**config.mk**
```make
export PLATFORM = sky130hd
export DESIGN_NAME = fft_sequencer_flat
export DESIGN_NICKNAME = d
export VERILOG_FILES = /design/src/rtl/fft_sequencer_if.sv /design/src/rtl/fft_sequencer.sv /design/src/flat_wrapper.sv
export SDC_FILE = /design/constraint.sdc
export NUM_CORES = 1
export LEC_CHECK = 0
export ABC_CLOCK_PERIOD_IN_PS = 2600
export CAP_MARGIN = 10
export CELL_PAD_IN_SITES_DETAIL_PLACEMENT = 0
export CELL_PAD_IN_SITES_GLOBAL_PLACEMENT = 1
export CORE_ASPECT_RATIO = 0.7
export CORE_MARGIN = 1.5
export CORE_UTILIZATION = 33
export CTS_CLUSTER_DIAMETER = 80
export CTS_CLUSTER_SIZE = 14
export DETAILED_ROUTE_END_ITERATION = 16
export GPL_TIMING_DRIVEN = 0
export PLACE_DENSITY = 0.74
export SETUP_SLACK_MARGIN = 0.02
export SLEW_MARGIN = 20
export SYNTH_ARGS = -nofsm -noshare
export SYNTH_HDL_FRONTEND = slang
export SYNTH_SLANG_ARGS = --single-unit
```
**constraint.sdc**
```tcl
create_clock -name clk -period 2.6 [get_ports clk]
set_input_delay 0.39 -clock clk [delete_from_list [all_inputs] [get_ports clk]]
set_output_delay 0.39 -clock clk [all_outputs]
set_load 0.01 [all_outputs]
```
**src/rtl/fft_sequencer_if.sv**
```systemverilog
// fft_sequencer_if: load/compute/unload handshake and RAM/ROM control bundle; FFT_SCALE_EN adds scale_shift
interface fft_sequencer_if #(
  parameter int LOG2N = 6,
  parameter int LVL_W = $clog2(LOG2N + 1)
);
  logic             load_valid, load_ready, ld_we;
  logic [LOG2N-1:0] ld_addr;
  logic             start, inverse, busy;
  logic             rd_en, rd_bank, wr_en, wr_bank, tw_conj;
  logic [LOG2N-1:0] rd_addr_a, rd_addr_b, wr_addr_a, wr_addr_b;
  logic [LOG2N-2:0] tw_addr;
  logic [LVL_W-1:0] level;
  logic             out_valid, out_ready, out_bank, out_last, done;
  logic [LOG2N-1:0] out_addr;
`ifdef FFT_SCALE_EN
  logic             scale_shift;
`endif
  modport master (
    input  load_valid, start, inverse, out_ready,
    output load_ready, ld_we, ld_addr, busy, rd_en, rd_bank, rd_addr_a, rd_addr_b,
           wr_en, wr_bank, wr_addr_a, wr_addr_b, tw_addr, tw_conj, level,
           out_valid, out_bank, out_last, out_addr, done
`ifdef FFT_SCALE_EN
           , scale_shift
`endif
  );
  modport slave (
    output load_valid, start, inverse, out_ready,
    input  load_ready, ld_we, ld_addr, busy, rd_en, rd_bank, rd_addr_a, rd_addr_b,
           wr_en, wr_bank, wr_addr_a, wr_addr_b, tw_addr, tw_conj, level,
           out_valid, out_bank, out_last, out_addr, done
`ifdef FFT_SCALE_EN
           , scale_shift
`endif
  );
endinterface

```
**src/rtl/fft_sequencer.sv**
```systemverilog
// fft_sequencer: radix-2 DIT FFT load/compute/unload sequencer; FFT_SCALE_EN adds per-level scale_shift
module fft_sequencer #(
  parameter int LOG2N = 6,
  parameter int PIPE_LAT = 1,
  localparam int LVL_W = $clog2(LOG2N + 1)
) (
  input logic clk,
  input logic reset,
  fft_sequencer_if.master bus
);
  localparam int HW = LOG2N - 1;
  localparam int DW = PIPE_LAT > 1 ? $clog2(PIPE_LAT) : 1;
  typedef enum logic [2:0] {IDLE, LOAD, LOADED, RUN, DRAIN, UNLOAD} state_t;
  typedef struct packed {
    logic             en;
    logic             bank;
    logic [LOG2N-1:0] a;
    logic [LOG2N-1:0] b;
  } wr_t;
  state_t state, state_nx;
  logic [LOG2N-1:0] cnt, oaddr, iw, half, pos, addr_a, addr_b, bitrev;
  logic [HW-1:0] iter, twf;
  logic [DW-1:0] dcnt;
  logic [LVL_W-1:0] lvl;
  logic conj, run, ld_rdy, ld_hs, st_hs, out_hs, drain_end, lvl_end, done;
  wr_t rd_s;
  wr_t pipe [PIPE_LAT];
  assign run = state == RUN;
  assign ld_rdy = reset && (state == IDLE || state == LOAD);
  assign ld_hs = ld_rdy && bus.load_valid;
  assign st_hs = state == LOADED && bus.start;
  assign out_hs = state == UNLOAD && bus.out_ready;
  assign drain_end = dcnt == DW'(PIPE_LAT - 1);
  assign lvl_end = lvl == LVL_W'(LOG2N - 1);
  assign done = out_hs && &oaddr;
  // state register
  always_ff @(posedge clk or negedge reset)
    if (!reset) state <= IDLE;
    else state <= state_nx;
  // next-state decisions, each taken on a terminal count
  always_comb begin
    state_nx = state;
    case (state)
      IDLE:    state_nx = ld_hs ? LOAD : IDLE;
      LOAD:    state_nx = ld_hs && &cnt ? LOADED : LOAD;
      LOADED:  state_nx = bus.start ? RUN : LOADED;
      RUN:     state_nx = &iter ? DRAIN : RUN;
      DRAIN:   state_nx = !drain_end ? DRAIN : lvl_end ? UNLOAD : RUN;
      UNLOAD:  state_nx = done ? IDLE : UNLOAD;
      default: state_nx = IDLE;
    endcase
  end
  // sample, butterfly, drain, level and unload counters plus latched inverse flag
  always_ff @(posedge clk or negedge reset)
    if (!reset) begin
      cnt <= '0;
      iter <= '0;
      dcnt <= '0;
      lvl <= '0;
      oaddr <= '0;
      conj <= 1'b0;
    end else begin
      cnt <= cnt + LOG2N'(ld_hs);
      iter <= run ? iter + HW'(1) : '0;
      dcnt <= state == DRAIN && !drain_end ? dcnt + DW'(1) : '0;
      lvl <= st_hs || done ? '0 : state == DRAIN && drain_end ? lvl + LVL_W'(1) : lvl;
      oaddr <= oaddr + LOG2N'(out_hs);
      conj <= st_hs ? bus.inverse : conj;
    end
  // butterfly operand / twiddle addressing and bit-reversed load address
  always_comb begin
    iw = {1'b0, iter};
    half = LOG2N'(1) << lvl;
    pos = iw & (half - LOG2N'(1));
    addr_a = ((iw >> lvl) << (lvl + LVL_W'(1))) | pos;
    addr_b = addr_a | half;
    twf = HW'(pos << (LVL_W'(HW) - lvl));
    rd_s.en = run;
    rd_s.bank = ~lvl[0];
    rd_s.a = run ? addr_a : '0;
    rd_s.b = run ? addr_b : '0;
    bitrev = '0;
    for (int k = 0; k < LOG2N; k++) bitrev[k] = cnt[LOG2N-1-k];
  end
  // write-back pipe: reads re-emerge PIPE_LAT cycles later, shifting on through DRAIN
  always_ff @(posedge clk or negedge reset)
    if (!reset) for (int k = 0; k < PIPE_LAT; k++) pipe[k] <= '0;
    else begin
      pipe[0] <= rd_s;
      for (int k = 1; k < PIPE_LAT; k++) pipe[k] <= pipe[k-1];
    end
  assign bus.load_ready = ld_rdy;
  assign bus.ld_we = ld_hs;
  assign bus.ld_addr = bitrev;
  assign bus.busy = run || state == DRAIN;
  assign bus.rd_en = run;
  assign bus.rd_bank = lvl[0];
  assign bus.rd_addr_a = rd_s.a;
  assign bus.rd_addr_b = rd_s.b;
  assign bus.tw_addr = run ? twf : '0;
  assign bus.tw_conj = conj;
  assign bus.level = lvl;
  assign bus.wr_en = pipe[PIPE_LAT-1].en;
  assign bus.wr_bank = pipe[PIPE_LAT-1].bank;
  assign bus.wr_addr_a = pipe[PIPE_LAT-1].a;
  assign bus.wr_addr_b = pipe[PIPE_LAT-1].b;
  assign bus.out_valid = state == UNLOAD;
  assign bus.out_addr = oaddr;
  assign bus.out_bank = 1'(LOG2N % 2);
  assign bus.out_last = state == UNLOAD && &oaddr;
  assign bus.done = done;
`ifdef FFT_SCALE_EN
  assign bus.scale_shift = pipe[PIPE_LAT-1].en;
`endif
endmodule
```
**src/flat_wrapper.sv**
```systemverilog
// flat-port wrapper written by rule: the top's interface ports become plain ports
module fft_sequencer_flat 
#(
  parameter int LOG2N = 6,
  parameter int PIPE_LAT = 1,
  localparam int LVL_W = $clog2(LOG2N + 1)
)
  (clk, reset, bus_load_valid, bus_start, bus_inverse, bus_out_ready, bus_load_ready, bus_ld_we, bus_ld_addr, bus_busy, bus_rd_en, bus_rd_bank, bus_rd_addr_a, bus_rd_addr_b, bus_wr_en, bus_wr_bank, bus_wr_addr_a, bus_wr_addr_b, bus_tw_addr, bus_tw_conj, bus_level, bus_out_valid, bus_out_bank, bus_out_last, bus_out_addr, bus_done);
  fft_sequencer_if #(.LOG2N(LOG2N)) bus_i ();
  input logic clk;
  input logic reset;
  input wire logic [$bits(bus_i.load_valid)-1:0] bus_load_valid;
  input wire logic [$bits(bus_i.start)-1:0] bus_start;
  input wire logic [$bits(bus_i.inverse)-1:0] bus_inverse;
  input wire logic [$bits(bus_i.out_ready)-1:0] bus_out_ready;
  output wire logic [$bits(bus_i.load_ready)-1:0] bus_load_ready;
  output wire logic [$bits(bus_i.ld_we)-1:0] bus_ld_we;
  output wire logic [$bits(bus_i.ld_addr)-1:0] bus_ld_addr;
  output wire logic [$bits(bus_i.busy)-1:0] bus_busy;
  output wire logic [$bits(bus_i.rd_en)-1:0] bus_rd_en;
  output wire logic [$bits(bus_i.rd_bank)-1:0] bus_rd_bank;
  output wire logic [$bits(bus_i.rd_addr_a)-1:0] bus_rd_addr_a;
  output wire logic [$bits(bus_i.rd_addr_b)-1:0] bus_rd_addr_b;
  output wire logic [$bits(bus_i.wr_en)-1:0] bus_wr_en;
  output wire logic [$bits(bus_i.wr_bank)-1:0] bus_wr_bank;
  output wire logic [$bits(bus_i.wr_addr_a)-1:0] bus_wr_addr_a;
  output wire logic [$bits(bus_i.wr_addr_b)-1:0] bus_wr_addr_b;
  output wire logic [$bits(bus_i.tw_addr)-1:0] bus_tw_addr;
  output wire logic [$bits(bus_i.tw_conj)-1:0] bus_tw_conj;
  output wire logic [$bits(bus_i.level)-1:0] bus_level;
  output wire logic [$bits(bus_i.out_valid)-1:0] bus_out_valid;
  output wire logic [$bits(bus_i.out_bank)-1:0] bus_out_bank;
  output wire logic [$bits(bus_i.out_last)-1:0] bus_out_last;
  output wire logic [$bits(bus_i.out_addr)-1:0] bus_out_addr;
  output wire logic [$bits(bus_i.done)-1:0] bus_done;
  assign bus_i.load_valid = bus_load_valid;
  assign bus_i.start = bus_start;
  assign bus_i.inverse = bus_inverse;
  assign bus_i.out_ready = bus_out_ready;
  assign bus_load_ready = bus_i.load_ready;
  assign bus_ld_we = bus_i.ld_we;
  assign bus_ld_addr = bus_i.ld_addr;
  assign bus_busy = bus_i.busy;
  assign bus_rd_en = bus_i.rd_en;
  assign bus_rd_bank = bus_i.rd_bank;
  assign bus_rd_addr_a = bus_i.rd_addr_a;
  assign bus_rd_addr_b = bus_i.rd_addr_b;
  assign bus_wr_en = bus_i.wr_en;
  assign bus_wr_bank = bus_i.wr_bank;
  assign bus_wr_addr_a = bus_i.wr_addr_a;
  assign bus_wr_addr_b = bus_i.wr_addr_b;
  assign bus_tw_addr = bus_i.tw_addr;
  assign bus_tw_conj = bus_i.tw_conj;
  assign bus_level = bus_i.level;
  assign bus_out_valid = bus_i.out_valid;
  assign bus_out_bank = bus_i.out_bank;
  assign bus_out_last = bus_i.out_last;
  assign bus_out_addr = bus_i.out_addr;
  assign bus_done = bus_i.done;
  fft_sequencer #(.LOG2N(LOG2N), .PIPE_LAT(PIPE_LAT)) u_core (.clk(clk), .reset(reset), .bus(bus_i));
endmodule
```
==> results by stage, run 1 <==
Global route:
- The first-pass GRT wire length is 11150 um.
- The number of global-route vias before repair came to around 2100.
- For this run, the total global-route usage over all layers was measured as 0.1971.
- The remaining global-route overflow is 0.
- The initial antenna violation count came to 0.
- Entering global routing, the biggest net connects 27 pins.

Timing:
- The worst path in the final design needs a cycle of 2799 ps, including I/O delays and setup.
- Setup repair after global routing could not meet its margin everywhere.
- The maximum clock frequency is 357.2 MHz.
- The number of slew-limit violations in the final report came to 0.
- The final cycle utilization of the critical path is 1.077.
- The final worst-path setup slack is -199.4 ps.
- The slew of the pin with the lowest slew margin is 597.0 ps.
- The worst clock skew is around 6.4 ps.
- Setup violations remaining at the end of the flow were counted as 13.
- Adding up every negative setup slack in the final design gives -1596 ps.
- The final count of hold timing violations is 0.
- Measured against its own limit, the worst slew margin works out to 0.5906.
- On the final layout, the worst hold slack is between 20 and 30 ps.

Clock tree:
- The total clock sinks is 39.
- TritonCTS built the clock tree.
- The clock latency on the worst-skew pair is 290 ps.
- Buffers inserted during clock tree synthesis total 5.
- The root buffer cell is sky130_fd_sc_hd__clkbuf_8.
- Clock-pin slew was measured on the worst setup and hold paths at 80 ps.
- The cts-stage hold buffer count is 0.
- The count of H-tree levels built during CTS is 2.
- The clock passes through at most 2 buffers.

Logic synthesis:
- The number of enable-type register cells in the synthesized netlist is 0.
- The synthesized flop and latch total is 39.
- The post-synthesis instance area is 0.002302 mm2.
- Of the synthesized area, sequential elements account for 0.4239.
- The total number of yosys warnings is 0.
- By instance count, the leading cell after synthesis is sky130_fd_sc_hd__dfrtp_1.
- The proportion of netlist area held by the largest area contributor is 0.4239.
- The synthesized instance count is 237.
- In the post-synthesis netlist, the biggest area contributors are sky130_fd_sc_hd__dfrtp_1, sky130_fd_sc_hd__ha_1, sky130_fd_sc_hd__buf_4.
- In the synthesized netlist the dominant register cell turns out to be sky130_fd_sc_hd__dfrtp_1.
- In the synthesized netlist, the cells that appear most often are sky130_fd_sc_hd__dfrtp_1, sky130_fd_sc_hd__nor2_1, sky130_fd_sc_hd__nand2_1, sky130_fd_sc_hd__nand3_1, sky130_fd_sc_hd__buf_4.
- The share of flip-flops with an asynchronous set or reset after synthesis is 1.000.
- After synthesis, the mean cell area works out to between 9 and 10 um2.
- The library cell occupying the most area in the post-synthesis netlist is sky130_fd_sc_hd__dfrtp_1.
- The post-synthesis cell type count is 53.

Route:
- The routed via count divided by cell count is 5.033.
- In the routed design, unresolved DRC markers number 0.
- The total iterations of the first detailed-routing run is 4.
- The per-cell routed wire length is around 17 um.
- After the first detailed-routing iteration, the DRC count stood at 148.
- The post-detailed-route count of antenna-violating nets is 0.
- The total via count after detailed routing is 2144.
- The overall routed net length is 7121 um.

Worst setup path:
- The signal on the critical path passes through buf_12 > ha_4 > ha_4 > and2b_2 > buf_6 > or4b_4 > a31oi_4 > buf_6.
- The slowest stage of the critical path is the sky130_fd_sc_hd__or4b_4 cell.
- For the worst setup path, the data required time is 2210 ps.
- STA classifies the critical path startpoint as a flip-flop.
- STA classifies the critical path endpoint as an output port.
- The critical path arrival is about 2400 ps.
- In this run the worst path has a maximum fanout of 4.
- For this run, the slowest stage of the critical path takes 490 ps.
- The worst setup path is of the reg -> out kind.

Pwr:
- For this design the ratio of total power to cell area is 373.6 mW/mm2.
- For this design the static power due to leakage is 1.627 nW.
- VDD sags by at most 0.0002402 V.
- The final total power is about 1.4 mW.

Place:
- At the placement stage, the worst setup path has a slack of -685.3 ps.
- The number of input and output port buffers inserted is 60.
- The final HPWL from detailed placement is 4480 um.
- The final estimated routing congestion in global placement is 0.9000.
- After detailed placement, the design holds a cell count of around 400.
- The post-place instance area is 0.003043 mm2.

Die:
- The cell row count is 25.
- Measured along the x axis, the die boundary spans a little over 100 um.
- The standard cell core area is between 0.006 and 0.007 mm2.
- The overall die area is 0.007494 mm2.
- For this design the top-level I/O count stands at 62.
- The die is 72.88 um tall.
- The initial core utilization is 0.3407.

Finish:
- The repair_antennas step left the layout with diodes totalling 0.
- The share of layout cells above drive strength 1 is 0.4036.
- The post-layout instance count excluding filler cells is roughly 430.
- The final core utilization is 0.5546.
- The growth of design area from synthesis to finish is 62.77%.
- Once layout is done, the placed cells without fillers occupy 0.003747 mm2.
- At the end of the flow, the number of nets in the layout was 350.

Worst hold path:
- The worst hold path belongs to the class in -> async.

Outcome:
- The run finished, with violations left.
- The checks that failed: negative setup slack.

Run:
- Across the run, the number of max-cap violations was 0.
==> cells by family (layout without fill, tap and decap cells) <==
logic type	Yosys count	in the layout	share of synthesized area
AO/OA/AOI/OAI	42	42	0.1332
XOR/XNOR	15	15	0.06033
adder cells (fa/ha/maj)	12	12	0.06522
buffers and inverters	32	126	0.08532
flip-flops	39	39	0.4239
multiplexers	7	7	0.03641
other	1	2	0.001629
AND/OR/NAND/NOR	89	89	0.1940
==> layout by cell type, fill, tap and decap left out, types with 3 or more instances in the layout <==
cell type / instances
sky130_fd_sc_hd__nor2_1: 19
sky130_fd_sc_hd__a21oi_2: 3
sky130_fd_sc_hd__nor3_1: 3
sky130_fd_sc_hd__buf_8: 4
sky130_fd_sc_hd__buf_2: 15
sky130_fd_sc_hd__ha_1: 7
sky130_fd_sc_hd__nand2_1: 18
sky130_fd_sc_hd__a21oi_4: 4
sky130_fd_sc_hd__clkbuf_8: 5
sky130_fd_sc_hd__ha_4: 4
sky130_fd_sc_hd__nor4_1: 3
sky130_fd_sc_hd__buf_6: 17
sky130_fd_sc_hd__dfrtp_1: 34
sky130_fd_sc_hd__buf_4: 31
sky130_fd_sc_hd__dfrtp_2: 5
sky130_fd_sc_hd__xor2_1: 5
sky130_fd_sc_hd__a21oi_1: 4
sky130_fd_sc_hd__clkdlybuf4s50_1: 41
sky130_fd_sc_hd__o21ai_0: 3
sky130_fd_sc_hd__xnor2_1: 8
sky130_fd_sc_hd__inv_1: 3
sky130_fd_sc_hd__nand3_1: 14
sky130_fd_sc_hd__and3_1: 4
sky130_fd_sc_hd__mux2i_1: 3
==> sequential cells by signal (all words and copies together), names as in the netlist <==
name	flops
u_core.bus.out_addr	6
u_core.bus.wr_addr_a	6
u_core.bus.wr_addr_b	6
u_core.cnt	6
u_core.iter	5
u_core.bus.level	3
u_core.state	3
u_core.bus.tw_conj	1
u_core.bus.wr_bank	1
u_core.bus.wr_en	1
u_core.dcnt	1
==> where the power goes <==
part           internal [mW]  switching (mW)  total, mW
registers              0.650          0.0554      0.706
logic                  0.112          0.0795      0.191
clock network          0.281           0.222      0.503
==> layout make-up <==
class / count / area, um2
fillers: 610 / 3009
multi-input cells: 167 / 1468
flip-flops and latches: 39 / 982.2
repair buffers: 100 / 918.4
well taps: 94 / 117.6
plain buffers: 12 / 116.4
clock buffers: 5 / 68.82
inverters: 7 / 38.79
clock inverters: 2 / 37.54
==> final timing paths <==
kind / startpoint / end / slack (ps) / cells past startpoint
min reg2reg: u_core.cnt[5] / u_core.cnt[5] / 500 / 1
min in group clk: u_core.cnt[5] / u_core.cnt[5] / 500 / 1
min: reset / u_core.bus.wr_addr_b[0] / 30 / 1
max: u_core.bus.level[1] / bus_rd_addr_b[0] / -200 / 8
max reg2reg: u_core.bus.level[1] / u_core.bus.wr_addr_b[5] / 460 / 10
max in group asynchronous: reset / u_core.bus.level[1] / 2080 / 2
==> routing by layer <==
| metal | wire length, um | track usage |
|---|---|---|
| met4 | 138 | 0.07658 |
| met5 | 0 | 0 |
| met3 | 465 | 0.04119 |
| met1 | 3370 | 0.2805 |
| met2 | 3147 | 0.2951 |
==> timing repair <==
item,in CTS,in global routing
buffers inserted,29,9
endpoints found under the setup margin,18,18
resized for setup,138,35
gates cloned,1,0
pin swaps,37,28
==> critical path: cells and delay by family (launching register included) <==
| kind | cells | cell delay (ps) |
|---|---|---|
| DFF | 1 | 450 |
| buffers and inverters | 3 | 360 |
| AOI/OAI and AO/OA | 1 | 170 |
| adders and majority gates | 2 | 450 |
| and+or+nand+nor | 2 | 680 |
Power figures use the tool's default switching activity.
==> run 2, diff against run 1 <==
--- a/config.mk
+++ b/config.mk
@@ -16,6 +16,7 @@
 export CTS_CLUSTER_SIZE = 14
 export DETAILED_ROUTE_END_ITERATION = 16
 export GPL_TIMING_DRIVEN = 0
+export HOLD_SLACK_MARGIN = 0.03
 export PLACE_DENSITY = 0.74
 export SETUP_SLACK_MARGIN = 0.02
 export SLEW_MARGIN = 20
==> results of run 2 <==
The final DEF is identical to that of run 1; final timing and power are the same.
